<file path="src/rtl/regfile_writeback_queue.sv">
// rtl/regfile_writeback_queue.sv - register-file writeback FIFO with pending-write mask
//
// Buffers {rd, data} results from execute/memory and drains one per cycle into
// the register file write port. Writes to $0 are accepted and discarded.
//
// Ports:
//   clk, reset          single clock, synchronous active-high reset
//   in_valid/in_ready   producer handshake; in_rd/in_data carry the result
//   wb_enable           1 = drain permitted this cycle, 0 = stall
//   RegWrite            registered write strobe, one cycle per entry
//   WriteRegister       registered write address
//   WriteData_reg       registered write data
//   busy_mask           bit r set while a write to r is queued or on the port
//   count               queued entries, excluding the output stage
//   empty               nothing queued and nothing on the port

module regfile_writeback_queue #(
    parameter int DEPTH  = 4,
    parameter int DATA_W = 32,
    parameter int ADDR_W = 5
) (
    input  logic                     clk,
    input  logic                     reset,
    input  logic                     in_valid,
    output logic                     in_ready,
    input  logic [ADDR_W-1:0]        in_rd,
    input  logic [DATA_W-1:0]        in_data,
    input  logic                     wb_enable,
    output logic                     RegWrite,
    output logic [ADDR_W-1:0]        WriteRegister,
    output logic [DATA_W-1:0]        WriteData_reg,
    output logic [31:0]              busy_mask,
    output logic [$clog2(DEPTH):0]   count,
    output logic                     empty
);

    localparam int PTR_W = $clog2(DEPTH);
    localparam int CNT_W = PTR_W + 1;

    logic [ADDR_W-1:0] mem_rd   [DEPTH];
    logic [DATA_W-1:0] mem_data [DEPTH];
    logic [PTR_W-1:0]  head;
    logic [PTR_W-1:0]  tail;

    logic              accept;
    logic              push;
    logic              pop;

    // Full-queue refusal ignores the same-cycle pop so in_ready has no
    // combinational path from wb_enable.
    assign in_ready = !reset && (count < CNT_W'(DEPTH));
    assign accept   = in_valid && in_ready;
    // $0 transfers complete the handshake but never occupy a slot.
    assign push     = accept && (in_rd != '0);
    assign pop      = wb_enable && (count != '0);

    assign empty    = (count == '0) && !RegWrite;

    // Storage needs no reset: validity is tracked by head/count alone.
    always_ff @(posedge clk) begin
        if (!reset && push) begin
            mem_rd[tail]   <= in_rd;
            mem_data[tail] <= in_data;
        end
    end

    always_ff @(posedge clk) begin
        if (reset) begin
            head          <= '0;
            tail          <= '0;
            count         <= '0;
            RegWrite      <= 1'b0;
            WriteRegister <= '0;
            WriteData_reg <= '0;
        end else begin
            if (push) begin
                tail <= tail + PTR_W'(1);
            end

            // No bypass: only entries already stored before this edge drain.
            if (pop) begin
                RegWrite      <= 1'b1;
                WriteRegister <= mem_rd[head];
                WriteData_reg <= mem_data[head];
                head          <= head + PTR_W'(1);
            end else begin
                RegWrite      <= 1'b0;
            end

            case ({push, pop})
                2'b10:   count <= count + CNT_W'(1);
                2'b01:   count <= count - CNT_W'(1);
                default: count <= count;
            endcase
        end
    end

    // Slot i is live when its distance from head (mod DEPTH) is below count.
    logic [PTR_W-1:0] rel [DEPTH];
    logic [DEPTH-1:0] live;

    always_comb begin
        for (int i = 0; i < DEPTH; i++) begin
            rel[i]  = PTR_W'(i) - head;
            live[i] = ({1'b0, rel[i]} < count);
        end
    end

    always_comb begin
        busy_mask = '0;
        for (int i = 0; i < DEPTH; i++) begin
            if (live[i]) begin
                busy_mask = busy_mask | (32'd1 << mem_rd[i]);
            end
        end
        if (RegWrite) begin
            busy_mask = busy_mask | (32'd1 << WriteRegister);
        end
        busy_mask[0] = 1'b0;
    end

endmodule

</file>
<file path="config.mk">
export PLATFORM = sky130hd
export DESIGN_NAME = regfile_writeback_queue
export DESIGN_NICKNAME = d
export VERILOG_FILES = /design/src/rtl/regfile_writeback_queue.sv
export SDC_FILE = /design/constraint.sdc
export NUM_CORES = 1
export LEC_CHECK = 0
export ABC_CLOCK_PERIOD_IN_PS = 5710
export CORE_ASPECT_RATIO = 0.75
export CORE_MARGIN = 5
export CORE_UTILIZATION = 30
export DETAILED_ROUTE_END_ITERATION = 6
export PLACE_DENSITY = 0.46
export SYNTH_ARGS = -nofsm -noshare
export SYNTH_HDL_FRONTEND = slang
export SYNTH_SLANG_ARGS = --single-unit
</file>
<file path="constraint.sdc">
create_clock -name clk -period 5.71 [get_ports clk]
set_input_delay 1.142 -clock clk [delete_from_list [all_inputs] [get_ports clk]]
set_output_delay 1.142 -clock clk [all_outputs]
set_load 0.02 [all_outputs]
</file>
# Word-level counts from Yosys, hierarchy flattened
# Memories as Yosys holds them, arrays and structs flattened. A register that Yosys moved wholly into a read port is not among the register bits.
# Index checks and enable logic that the tools add are counted.
[totals]
ff_bits = 8
ramBits = 148
inputBits = 41
output_inout_bits = 75
wordCells = 51
memories = 2
[mem_list]
columns = ["memory", "depth", "width", "read_ports", "rd_ports_with_merged_regs", "write_ports", "line", "text"]
rows = [
  ["mem_data", 4, 32, 1, 1, 1, "41", "logic [DATA_W-1:0] mem_data [DEPTH];"],
  ["mem_rd", 4, 5, 5, 1, 1, "40", "logic [ADDR_W-1:0] mem_rd [DEPTH];"],
]
[classes]
add_sub_neg = 8
magnitude_cmp = 5
n_eq_ne = 2
shifts = 5
muxes = 9
n_bitwise = 4
reduce_logical = 12
[op_table]
columns = ["cell", "n"]
rows = [
  ["$mux 32", 5],
  ["$shl 1x5->32 const A", 5],
  ["$or 32x32->32", 4],
  ["$lt 2x3->1", 4],
  ["$logic_and 1x1->1", 6],
  ["$pmux 3 s2", 1],
  ["$reduce_bool 5->1", 1],
  ["$add 2x1->2 const B", 2],
  ["$sub 1x2->2 const A", 2],
  ["$sub 2x2->2 const A", 2],
  ["$add 3x1->3 const B", 1],
  ["$logic_not 3->1", 1],
  ["$lt 3x3->1 const B", 1],
  ["$mux 1", 3],
  ["$reduce_bool 3->1", 1],
  ["$sub 3x1->3 const B", 1],
  ["$eq 2x1->1 const B", 1],
  ["$eq 2x2->1 const B", 1],
  ["$logic_not 1->1", 2],
  ["$reduce_bool 2->1", 1],
]

# Logic depth before layout (Yosys ltp)
[logic_depth]
depth_word = 11
depth_mapped = 10
ltp_nobuf = 9

# Worst setup path after synthesis
# No wires, ideal clock.
[synth_timing]
path_type = "flip-flop to output port"
start = "register head[1]"
end = "output busy_mask[5]"
arrival_time_ps = 2375
t_required_ps = 4568
slack_ps = 2193
path_stages_with_launch = 9
cell_sequence = "dfxtp_1 -> clkbuf_1 -> xnor2_1 -> inv_1 -> ha_1 -> and2b_4 -> a211oi_4 -> nand3_1 -> o311ai_1"
[synth_via]
elab_chain_cells = 11
[synth_lines]
columns = ["element", "line", "text"]
rows = [
  ["start, declared", "42", "logic [PTR_W-1:0] head;"],
  ["start signal, assigned", "85", "head <= head + PTR_W'(1);"],
  ["$sub 1x2->2", "104", "rel[i] = PTR_W'(i) - head;"],
  ["$lt 2x3->1", "105", "live[i] = ({1'b0, rel[i]} < count);"],
  ["$mux 32", "112", "if (live[i]) begin"],
  ["$or 32x32->32", "113", "busy_mask = busy_mask | (32'd1 << mem_rd[i]);"],
  ["$mux 32", "112", ""],
  ["$or 32x32->32", "113", ""],
  ["$mux 32", "112", ""],
  ["$or 32x32->32", "113", ""],
  ["$mux 32 (*)", "112", ""],
  ["$or 32x32->32", "117", "busy_mask = busy_mask | (32'd1 << WriteRegister);"],
  ["$mux 32 (*)", "116", "if (RegWrite) begin"],
  ["end, declared", "32", "output logic [31:0] busy_mask,"],
]
# Mark *: on every way between the ends. The rest lies on a longest branch, timed or not.

# Worst setup path after layout
[layout_timing]
start = "register head[1]"
end = "output busy_mask[14]"
# Same word-level chain as after synthesis.

==> out/metrics.sh <==
FIN_CRIT_NS=4.790
DIE-AREA_SQ_UM=33030
POWER_REPORT.INTERNAL_TOTAL_mW=2.937
PWR_DENSITY_CELL_nW_PER_UM2=406.3
SORT_OF_ELEMENT_AT_THE_END_OF_THE_CRITICAL_PATH='output pin'
MULTIINPUTGATEAREA_SQ_UM=3181
LAYOUT_CELLS_SIZED_ABOVE_1_PCT=12.77
REPORT.FINAL.HOLD_VIOL_COUNT=0
MAX-SLEW-MARGIN-REL_PCT=28.19
SLEW_VIOLATIONS=0
TIMING.CRITICAL_PATH.SLOWEST_STAGE_CELL='dfxtp_2'
SYNTH-EDFF-COUNT=148
DR.FIRST_ITER.DRC_COUNT=566
GRT_USE_TOTAL_PCT=14.79
VIAS=6143
CORE-AREA_SQ_UM=29050
CLK_PATH_BUF_DEPTH=2
CRITICAL_PATH_CLASS='flop to output pin'
SHARE_OF_THE_CORE_FILLED_WITH_CELLS_PCT=37.48
FIRST_GLOBAL_VIAS=6184
SYNTH.TOP_CELL.AREA_SHARE_PCT=50.29
FINAL_MIN_PERIOD_OVER_CLOCK_PERIOD_PCT=83.89
M1WIRELENGTH_MM=11.50
GLOBALPLACE.CONGESTION=0.9362
DIE_WIDTH_UM=208.2
MET2WIRELENGTH_MM=11.05
CRIT-REG2REG-CAPTURE='count[2]$_SDFFE_PP0P_'
NETS=860
PWR-SHARE-CLK_PCT=28.0
SYNTH_TOP_CELLS_BY_AREA='edfxtp_1, dfxtp_1, mux4_2'
POST-CTS-SETUP-BUFFER-COUNT=0
SETUP_VIOLATIONS_FINAL=0
CTS_TREE='yes'
FLOORPLAN.INITIALDENSITY_PCT=30.42
PORT_BUFFERS=114
CTS.REPORTEDPATHS.CLKPINSLEW_NS=0.07
HPWLAFTERDP_MM=16.27
CTS-RESIZED-GATES=0
ROUTE.DETAILED.DRC=0
YOSYS.CELL_TYPES.COUNT=48
DETAILEDROUTE.FIRSTPASSITERATIONCOUNT=5
LARGEST_REGISTER_FF_COUNT=128
GRT.OVERFLOW.TOTAL=0
WORSTSKEWPAIRLATENCY_NS=0.43
LAYOUT_COMMONEST_CELL='edfxtp_1'
FF2FF_SETUP_SLACK_NS=3.16
H-TREE-DEPTH=4
DIE_Y_UM=158.6
TIMING.CRITICAL_PATH.CELLS='xnor2_1, inv_1, ha_1, and2b_4, a211oi_4, buf_4, a22oi_1, nand3_1, clkdlybuf4s50_1'
BOUNDARYPINS=116
LAYOUT.AREA.SEQ_SQ_UM=5350
POSTROUTEWIRELENGTH_MM=24.49
SETUP-TNS-FINAL_NS=0
WORST_EP_ARRIVAL_TIME_NS=3.65
FIRST_PASS_GRT_WIRE_LENGTH_MM=37.91
CTS_MADE_BUFFERS=17
GRT_ANTENNA_BEFORE_REPAIR=1
MAPPEDNETLISTAREA_SQ_UM=8837
CP_SLOWEST_STAGE_DELAY_NS=0.66
POSTSYNTHCELLCOUNT=708
MAX_CAP_VIOLATIONS=0
NFILLCELLS=2851
GRT_MAX_DEGREE=46
SYNTH_ASYNC_SR_FLOP_SHARE_PCT=0
CLOCK_TREE.ROOT_CELL='clkbuf_16'
CPLARGESTDELAYFAMILY='buffers and inverters'
YOSYS_REGISTER_BITS=193
PLACE_AREA_SQ_UM=10280
VIAS_PER_CELL=5.056
AREA_GROWTH_PCT=23.22
LAYOUT.CELLS.MOST_COMMON_LIST='edfxtp_1, nand2_1, clkdlybuf4s50_1, a21oi_1, nor2_1'
PLACEDCELLCOUNT=1182
SHARE_OF_TOTAL_POWER_IN_COMBINATIONAL_LOGIC_PCT=31.6
WORST_SETUP_PATH_STARTPOINT='head[1]$_SDFFE_PP0P_'
CRITICAL_PATH_CELL_COUNT=9
CRIT-REG2REG-LAUNCH='count[2]$_SDFFE_PP0P_'
CTS_HOLD_BUFFERS=0
SEQUENTIALPOWERSHARE_PCT=40.3
LAYOUTNONFILLERINSTCOUNT=1215
TIMING.CRITICAL_PATH.REQUIRED_NS=4.57
ROW_COUNT=54
YS_WARN_COUNT=0
SYNTH.NET_COUNT=759
YOSYS.AREA.TOP_TYPE='edfxtp_1'
GRT_SETUP_UNREPAIRED='false'
POSTSYNTHAREAPERCELL_SQ_UM=12.48
SYNTH.YOSYS.SEQ_AREA_SHARE_PCT=60.48
CRIT_PATH_MAX_FANOUT=20
MAX_CLOCK_FREQ_MHz=208.8
P_SW_SHARE_PCT=33.63
NET-SWITCHING-POWER_mW=1.488
MAX_SLEW.WORST_PIN.SLEW_NS=1.077
LEAK_nW=3.394
ANTENNA_LEFT=0
WL_PER_CELL_UM=20.16
WORST-PATH-BUF-INV=3
TRITONCTS_NUM_SINKS=193
MAXUSEDROUTINGLAYER='met5'
SETUP.WORST_PATH.START_CLASS='flop'
TIMING.HOLD.WORST.CLASS='flop to flop'
FINAL.SETUP_SKEW_NS=0.01686
STATUS='finished clean'
VDD_DROP_MAX_V=0.0001743
STDCELL_AREA_SQ_UM=10890
MET3ROUTEDLENGTH_MM=1.733
RR_WORST_DEPTH=9
SYNTHFLOPTYPE='edfxtp_1'
CRITPATHCAPTURE='busy_mask[14]'
tightest hold or removal path: stages (launching register included):
cell,delay [ns]
dfxtp_1,0.31
nand2_1,0.05
a21oi_1,0.05
cells in the mapped netlist (all sizes together), types with 2 or more instances:
master	number
and2b	3
xnor2	4
mux4	37
clkbuf	13
nand2	117
nand4b	3
nor3	32
nor4	5
dfxtp	45
a211oi	7
nand2b	19
nor2b	4
a21oi	71
nand3	31
nor2	68
edfxtp	148
nand4bb	2
and2	4
xor2	2
inv	11
a22oi	31
buf	29
ha	9
power by group through the flow:
stage / Combinational, mW / Sequential (mW) / Clock, mW
global route: 1.51 / 1.81 / 1.34
global placement: 1.42 / 1.82 / 0
floorplan: 0.953 / 1.81 / 0
finish: 1.40 / 1.78 / 1.24
CTS: 1.42 / 1.79 / 1.27
detailed placement: 1.41 / 1.82 / 0
layout make-up:
cell class              count  area share [%]
flip-flops and latches    193           49.13
clock inverters            13           1.609
repair buffers            124           11.12
multi-input cells         461           29.21
clock buffers              19           3.976
diodes                      1         0.02298
well taps                 392           4.504
inverters                  12          0.4251
through the flow:
stage	hold slack, ns	worst slack [ns]	power (mW)
6_report	0.4520	0.9199	4.425
5_1_grt	0.4813	0.7341	4.658
4_1_cts	0.4584	0.8939	4.483
3_5_place_dp	0.4483	1.361	3.232
3_3_place_gp	0.4477	1.374	3.240
2_1_floorplan	0.4810	2.193	2.767
routing by layer:
| metal | track usage [%] | up-vias |
|---|---|---|
| met1 | 20.79 | 3048 |
| met4 | 3.345 | 2 |
| li1 | - | 2822 |
| met5 | 0 | - |
| met2 | 23.04 | 254 |
| met3 | 4.156 | 17 |
logic make-up (layout without fill, tap and decap cells):
family,Yosys count,after routing,synth area share (%)
simple gates,294,294,15.43
flops,193,193,60.48
buf+inv,54,168,3.582
compound gates,113,113,8.934
mux,37,37,9.429
xor+xnor,6,6,0.5946
other cells,1,2,0.04243
fa+ha+maj,10,10,1.501
how the worst min path moves through the flow:
stage	to	start	cells past startpoint	slack [ns]
3_5_place_dp	WriteData_reg[6]$_SDFFE_PP0P_	WriteData_reg[6]$_SDFFE_PP0P_	2	0.45
5_1_grt	WriteData_reg[20]$_SDFFE_PP0P_	WriteData_reg[20]$_SDFFE_PP0P_	2	0.48
6_report	WriteData_reg[5]$_SDFFE_PP0P_	WriteData_reg[5]$_SDFFE_PP0P_	2	0.45
4_1_cts	WriteData_reg[5]$_SDFFE_PP0P_	WriteData_reg[5]$_SDFFE_PP0P_	2	0.46
3_3_place_gp	WriteData_reg[5]$_SDFFE_PP0P_	WriteData_reg[5]$_SDFFE_PP0P_	2	0.45
2_1_floorplan	tail[1]$_SDFFE_PP0P_	tail[1]$_SDFFE_PP0P_	2	0.48
Power figures use the tool's default switching activity.
